<file path="src/rtl/div_pkg.sv">
// Shared definitions for the sequential restoring divider.
//   div_state_t    : FSM encoding (IDLE, RUN, DONE)
//   DEF_DIVIDEND_W : default dividend / quotient width
//   DEF_DIVISOR_W  : default divisor / remainder width
//   CNT_W          : step-counter width for the default dividend width
//   cnt_w()        : step-counter width for any dividend width
package div_pkg;

    localparam int DEF_DIVIDEND_W = 16;
    localparam int DEF_DIVISOR_W  = 8;

    function automatic int cnt_w(input int dividend_w);
        return $clog2(dividend_w);
    endfunction

    localparam int CNT_W = cnt_w(DEF_DIVIDEND_W);

    typedef enum logic [1:0] {
        IDLE = 2'd0,
        RUN  = 2'd1,
        DONE = 2'd2
    } div_state_t;

endpackage

</file>
<file path="src/rtl/div_step.sv">
// One combinational restoring-division step.
//   pr_in   : partial remainder before the step (DIVISOR_W+1 bits)
//   bit_in  : next dividend bit, shifted in at the LSB
//   divisor : divisor operand
//   pr_out  : partial remainder after the step
//   q_bit   : quotient bit produced by this step
module div_step #(
    parameter int DIVISOR_W = 8
) (
    input  logic [DIVISOR_W:0]   pr_in,
    input  logic                 bit_in,
    input  logic [DIVISOR_W-1:0] divisor,
    output logic [DIVISOR_W:0]   pr_out,
    output logic                 q_bit
);

    logic [DIVISOR_W:0] pr_shift;
    // Between steps the partial remainder is always below the divisor, so its
    // top bit is zero and drops out of the shift.
    logic               unused_pr_msb;

    assign unused_pr_msb = pr_in[DIVISOR_W];

    always_comb begin
        pr_shift = {pr_in[DIVISOR_W-1:0], bit_in};
        // Compare at DIVISOR_W+1 bits so a shifted value above the divisor
        // range is not lost.
        q_bit    = (pr_shift >= {1'b0, divisor});
        pr_out   = q_bit ? (pr_shift - {1'b0, divisor}) : pr_shift;
    end

endmodule

</file>
<file path="src/rtl/seq_div_16by8.sv">
// Multi-cycle unsigned restoring divider with start/busy/done handshake.
// One quotient bit per clock, MSB first; divide-by-zero completes in one cycle.
//   clk       : system clock, rising edge
//   rst       : asynchronous active-high reset (aborts any operation)
//   start     : request, sampled only in IDLE
//   dividend  : numerator, captured on accepted start
//   divisor   : denominator, captured on accepted start
//   busy      : high in RUN and DONE
//   done      : one-cycle pulse, results valid
//   quotient  : unsigned quotient (all ones on divide-by-zero)
//   remainder : unsigned remainder (zero on divide-by-zero)
//   dbz       : divide-by-zero flag of the last completed operation
// DIVISOR_W must not exceed DIVIDEND_W.
module seq_div_16by8
    import div_pkg::*;
#(
    parameter int DIVIDEND_W = DEF_DIVIDEND_W,
    parameter int DIVISOR_W  = DEF_DIVISOR_W
) (
    input  logic                  clk,
    input  logic                  rst,
    input  logic                  start,
    input  logic [DIVIDEND_W-1:0] dividend,
    input  logic [DIVISOR_W-1:0]  divisor,
    output logic                  busy,
    output logic                  done,
    output logic [DIVIDEND_W-1:0] quotient,
    output logic [DIVISOR_W-1:0]  remainder,
    output logic                  dbz
);

    localparam int            CW       = cnt_w(DIVIDEND_W);
    localparam logic [CW-1:0] LAST_CNT = CW'(DIVIDEND_W - 1);

    div_state_t            state_q, state_d;
    logic [CW-1:0]         cnt_q, cnt_d;
    // Dividend shift register: dividend bits leave at the MSB while quotient
    // bits enter at the LSB, so after the last step it holds the quotient.
    logic [DIVIDEND_W-1:0] dvd_q, dvd_d;
    logic [DIVISOR_W-1:0]  dvs_q, dvs_d;
    logic [DIVISOR_W:0]    pr_q, pr_d;
    logic [DIVIDEND_W-1:0] quot_q, quot_d;
    logic [DIVISOR_W-1:0]  rem_q, rem_d;
    logic                  dbz_q, dbz_d;

    logic [DIVISOR_W:0]    step_pr;
    logic                  step_q;

    div_step #(
        .DIVISOR_W (DIVISOR_W)
    ) u_step (
        .pr_in   (pr_q),
        .bit_in  (dvd_q[DIVIDEND_W-1]),
        .divisor (dvs_q),
        .pr_out  (step_pr),
        .q_bit   (step_q)
    );

    always_comb begin
        state_d = state_q;
        cnt_d   = cnt_q;
        dvd_d   = dvd_q;
        dvs_d   = dvs_q;
        pr_d    = pr_q;
        quot_d  = quot_q;
        rem_d   = rem_q;
        dbz_d   = dbz_q;

        case (state_q)
            IDLE: begin
                if (start) begin
                    if (divisor != '0) begin
                        dvd_d   = dividend;
                        dvs_d   = divisor;
                        pr_d    = '0;
                        cnt_d   = '0;
                        state_d = RUN;
                    end else begin
                        quot_d  = '1;
                        rem_d   = '0;
                        dbz_d   = 1'b1;
                        state_d = DONE;
                    end
                end
            end
            RUN: begin
                pr_d  = step_pr;
                dvd_d = {dvd_q[DIVIDEND_W-2:0], step_q};
                cnt_d = cnt_q + CW'(1);
                if (cnt_q == LAST_CNT) begin
                    quot_d  = {dvd_q[DIVIDEND_W-2:0], step_q};
                    rem_d   = step_pr[DIVISOR_W-1:0];
                    dbz_d   = 1'b0;
                    state_d = DONE;
                end
            end
            DONE: begin
                state_d = IDLE;
            end
            default: begin
                state_d = IDLE;
            end
        endcase
    end

    always_ff @(posedge clk or posedge rst) begin
        if (rst) begin
            state_q <= IDLE;
            cnt_q   <= '0;
            dvd_q   <= '0;
            dvs_q   <= '0;
            pr_q    <= '0;
            quot_q  <= '0;
            rem_q   <= '0;
            dbz_q   <= 1'b0;
        end else begin
            state_q <= state_d;
            cnt_q   <= cnt_d;
            dvd_q   <= dvd_d;
            dvs_q   <= dvs_d;
            pr_q    <= pr_d;
            quot_q  <= quot_d;
            rem_q   <= rem_d;
            dbz_q   <= dbz_d;
        end
    end

    assign busy      = (state_q != IDLE);
    assign done      = (state_q == DONE);
    assign quotient  = quot_q;
    assign remainder = rem_q;
    assign dbz       = dbz_q;

endmodule

</file>
<file path="config.mk">
export PLATFORM = sky130hd
export DESIGN_NAME = seq_div_16by8
export DESIGN_NICKNAME = d
export VERILOG_FILES = /design/src/rtl/div_pkg.sv /design/src/rtl/div_step.sv /design/src/rtl/seq_div_16by8.sv
export SDC_FILE = /design/constraint.sdc
export NUM_CORES = 1
export LEC_CHECK = 0
export ABC_AREA = 1
export CAP_MARGIN = 10
export CORE_AREA = 5 5 71 105
export DETAILED_ROUTE_END_ITERATION = 10
export DIE_AREA = 0 0 76 110
export MAX_ROUTING_LAYER = met4
export PLACE_DENSITY = 0.76
export SYNTH_ARGS = -nofsm -noshare
export SYNTH_HDL_FRONTEND = slang
export SYNTH_SLANG_ARGS = --single-unit
</file>
<file path="constraint.sdc">
create_clock -name clk -period 2.75 [get_ports clk]
set_input_delay 0.55 -clock clk [delete_from_list [all_inputs] [get_ports clk]]
set_output_delay 0.55 -clock clk [all_outputs]
set_load 0.01 [all_outputs]
</file>
==> flow_metrics.tcl <==
set metrics [dict create \
    status "complete, no violations" \
    drtIter0Drc 200 \
    synth_top_cell_area_share_pct 48.1 \
    cts_resized 0 \
    post_dp_cell_area_um2 3850 \
    peakVddDrop_mv 0.475 \
    fin_crit_ns 2.06 \
    fin_nets 485 \
    gr-usage-all-layers_pct 19.2 \
    ios 54 \
    tightestPinTransition_ns 0.563 \
    ys_top_cells_by_area "dfrtp_1 48%, nand2_1 14%, inv_1 5.1%" \
    cap_violations 0 \
    root_buffer "clkbuf_8" \
    power_mw 5.09 \
    hold_ws_ns 0.488 \
    syn_area_um2 3280 \
    final_hold_viol_count 0 \
    clock_path_buffers 2 \
    path_delay_family "buffers and inverters" \
    drc 0 \
    portBuffers 53 \
    r2r_start "dvs_q[6]$_DFFE_PP0P_" \
    fillers 576 \
    rsz0062_at_grt "no" \
    drive_above_1_share_pct 9.71 \
    place_ws_ns 0.464 \
    instances_no_fill 529 \
    ant_nets 0 \
    grt_pass1_vias 2750 \
    fin_util_pct 62.8 \
    numCtsBuffers 9 \
    grt-ovfl-total 0 \
    start_util_pct 50.9 \
    grt_pass1_wl_um 12500 \
    placed_cells 513 \
    critPathArrivalTime_ns 1.51 \
    hp-start "remainder[3]$_DFFE_PP0P_" \
    required_ns 2.20 \
    worstSetupStartpoint "state_q[1]$_DFFE_PP0P_" \
    row_count 36 \
    yosysTopAreaCell "dfrtp_1" \
    powerDensity_nw_per_um2 1260 \
    ys_seq_elements 63 \
    mostFrequentLayoutCells "121 x nand2_1, 63 x dfrtp_1, 53 x clkdlybuf4s50_1" \
    syn_avg_cell_area_um2 8.24 \
    gp_congestion 0.933 \
    fin_skew_ns 0.00968 \
    worstPathCellList "nor2_1 -> inv_1 -> clkdlybuf4s50_1" \
    ctsHoldBuffers 0 \
    vias 2784 \
    die_h_um 110 \
    antenna_found_initial 0 \
    syn_to_final_growth_pct 23.2 \
    max_freq_ghz 0.485 \
    antennaDiodeCount 0 \
    dpl.hpwl_um 5290 \
    die_area_um2 8360 \
    h-tree-depth 3 \
    core_um2 6440 \
    final_area_um2 4040 \
    yosysSeqAreaShare_pct 48.1 \
    min_path_type "register to register" \
    wl_um 7430 \
    clk_pin_slew_ns 0.07 \
    drv_slew 0 \
    clkLatencyLatePin_ns 0.34 \
    yosys_warnings 0 \
    cts_setup_buffers 0 \
    finalWorstSetupSlack_ns 0.687 \
    wl_per_cell_um 14.0 \
    leakage_nw 1.95 \
    critPathLaunchType "register" \
    max_slew_margin_pct 62.5 \
    end_kind "primary output" \
    setup_viol 0 \
    crit_type "register to primary output" \
    cts_sinks 63 \
    fin_crit_sh_pct 75.0 \
    slowest_delay_ns 0.48 \
    die-width_um 76 \
    finalSetupTns_ns 0 \
    tritoncts "yes" \
    dr.pass1.iters 4 \
    cp_max_fo 3 \
    synth_cell_types 36 \
    critPathSlowestCell "clkdlybuf4s50_1" \
    postSynthCellCount 398 \
    vias_per_cell 5.26 \
    syn_nets 435 \
    final_common_cell "nand2_1" \
    grt_max_degree 59 \
    crit_buf_inv 2 \
]
==> where the power goes <==
group	switching [mW]	internal, mW
Clock	0.365	0.415
Sequential	0.196	1.31
Combinational	1.74	1.07
==> per-layer routing <==
layer,wire [µm],global-route usage (%)
met2,3780,33.0
met5,0,-
met1,3010,20.8
met3,323,3.90
met4,326,10.9
==> final timing paths <==
path | to | depth (start not counted) | slack [ns]
worst max register to register | remainder[4]$_DFFE_PP0P_ | 10 | 0.75
max in group asynchronous | pr_q[5]$_DFFE_PP0P_ | 3 | 1.60
worst max-delay path | busy | 3 | 0.69
worst min-delay path | remainder[3]$_DFFE_PP0P_ | 2 | 0.49
worst min register to register | remainder[3]$_DFFE_PP0P_ | 2 | 0.49
min in group asynchronous | dvd_q[10]$_DFFE_PP0P_ | 2 | 0.56
==> registers in the layout (all words and copies together), names as in the netlist <==
| name | cells |
|---|---|
| cnt_q | 4 |
| dbz | 1 |
| dvd_q | 16 |
| dvs_q | 8 |
| pr_q | 8 |
| quotient | 16 |
| remainder | 8 |
| state_q | 2 |
==> cell usage after synthesis (all sizes together) <==
master	count
a21oi	4
a22o	1
a22oi	1
a31oi	15
a32o	1
and2	1
buf	15
clkbuf	3
dfrtp	63
fa	1
ha	9
inv	50
nand2	123
nand3	26
nand4	3
nor2	31
o211ai	15
o21ai	28
o22ai	1
or2	3
xnor2	2
xor2	2
==> layout make-up <==
class	count	area, µm²	area share, %
clock buffers	10	128	3.16
flip-flops and latches	63	1580	39.0
clock inverters	6	61.3	1.52
multi-input cells	267	1410	34.8
repair buffers	57	586	14.5
inverters	50	188	4.64
well taps	76	95.1	2.35
==> cells by family (layout without fill, tap and decap cells) <==
group | after synthesis | after routing | synth area share (%)
xor gates and xnor gates | 4 | 4 | 1.07
buffers and inverters | 68 | 123 | 9.00
AOI/OAI and AO/OA | 66 | 66 | 12.3
DFF | 63 | 63 | 48.1
and+or+nand+nor | 187 | 187 | 25.6
adders and majority gates | 10 | 10 | 4.04
==> tightest hold or removal path, cell delays in order, from the launching register on <==
cell     delay (ns)
dfrtp_1        0.35
nand2_1        0.05
nand2_1        0.06
No activity file was read; power rests on OpenSTA's default activity.
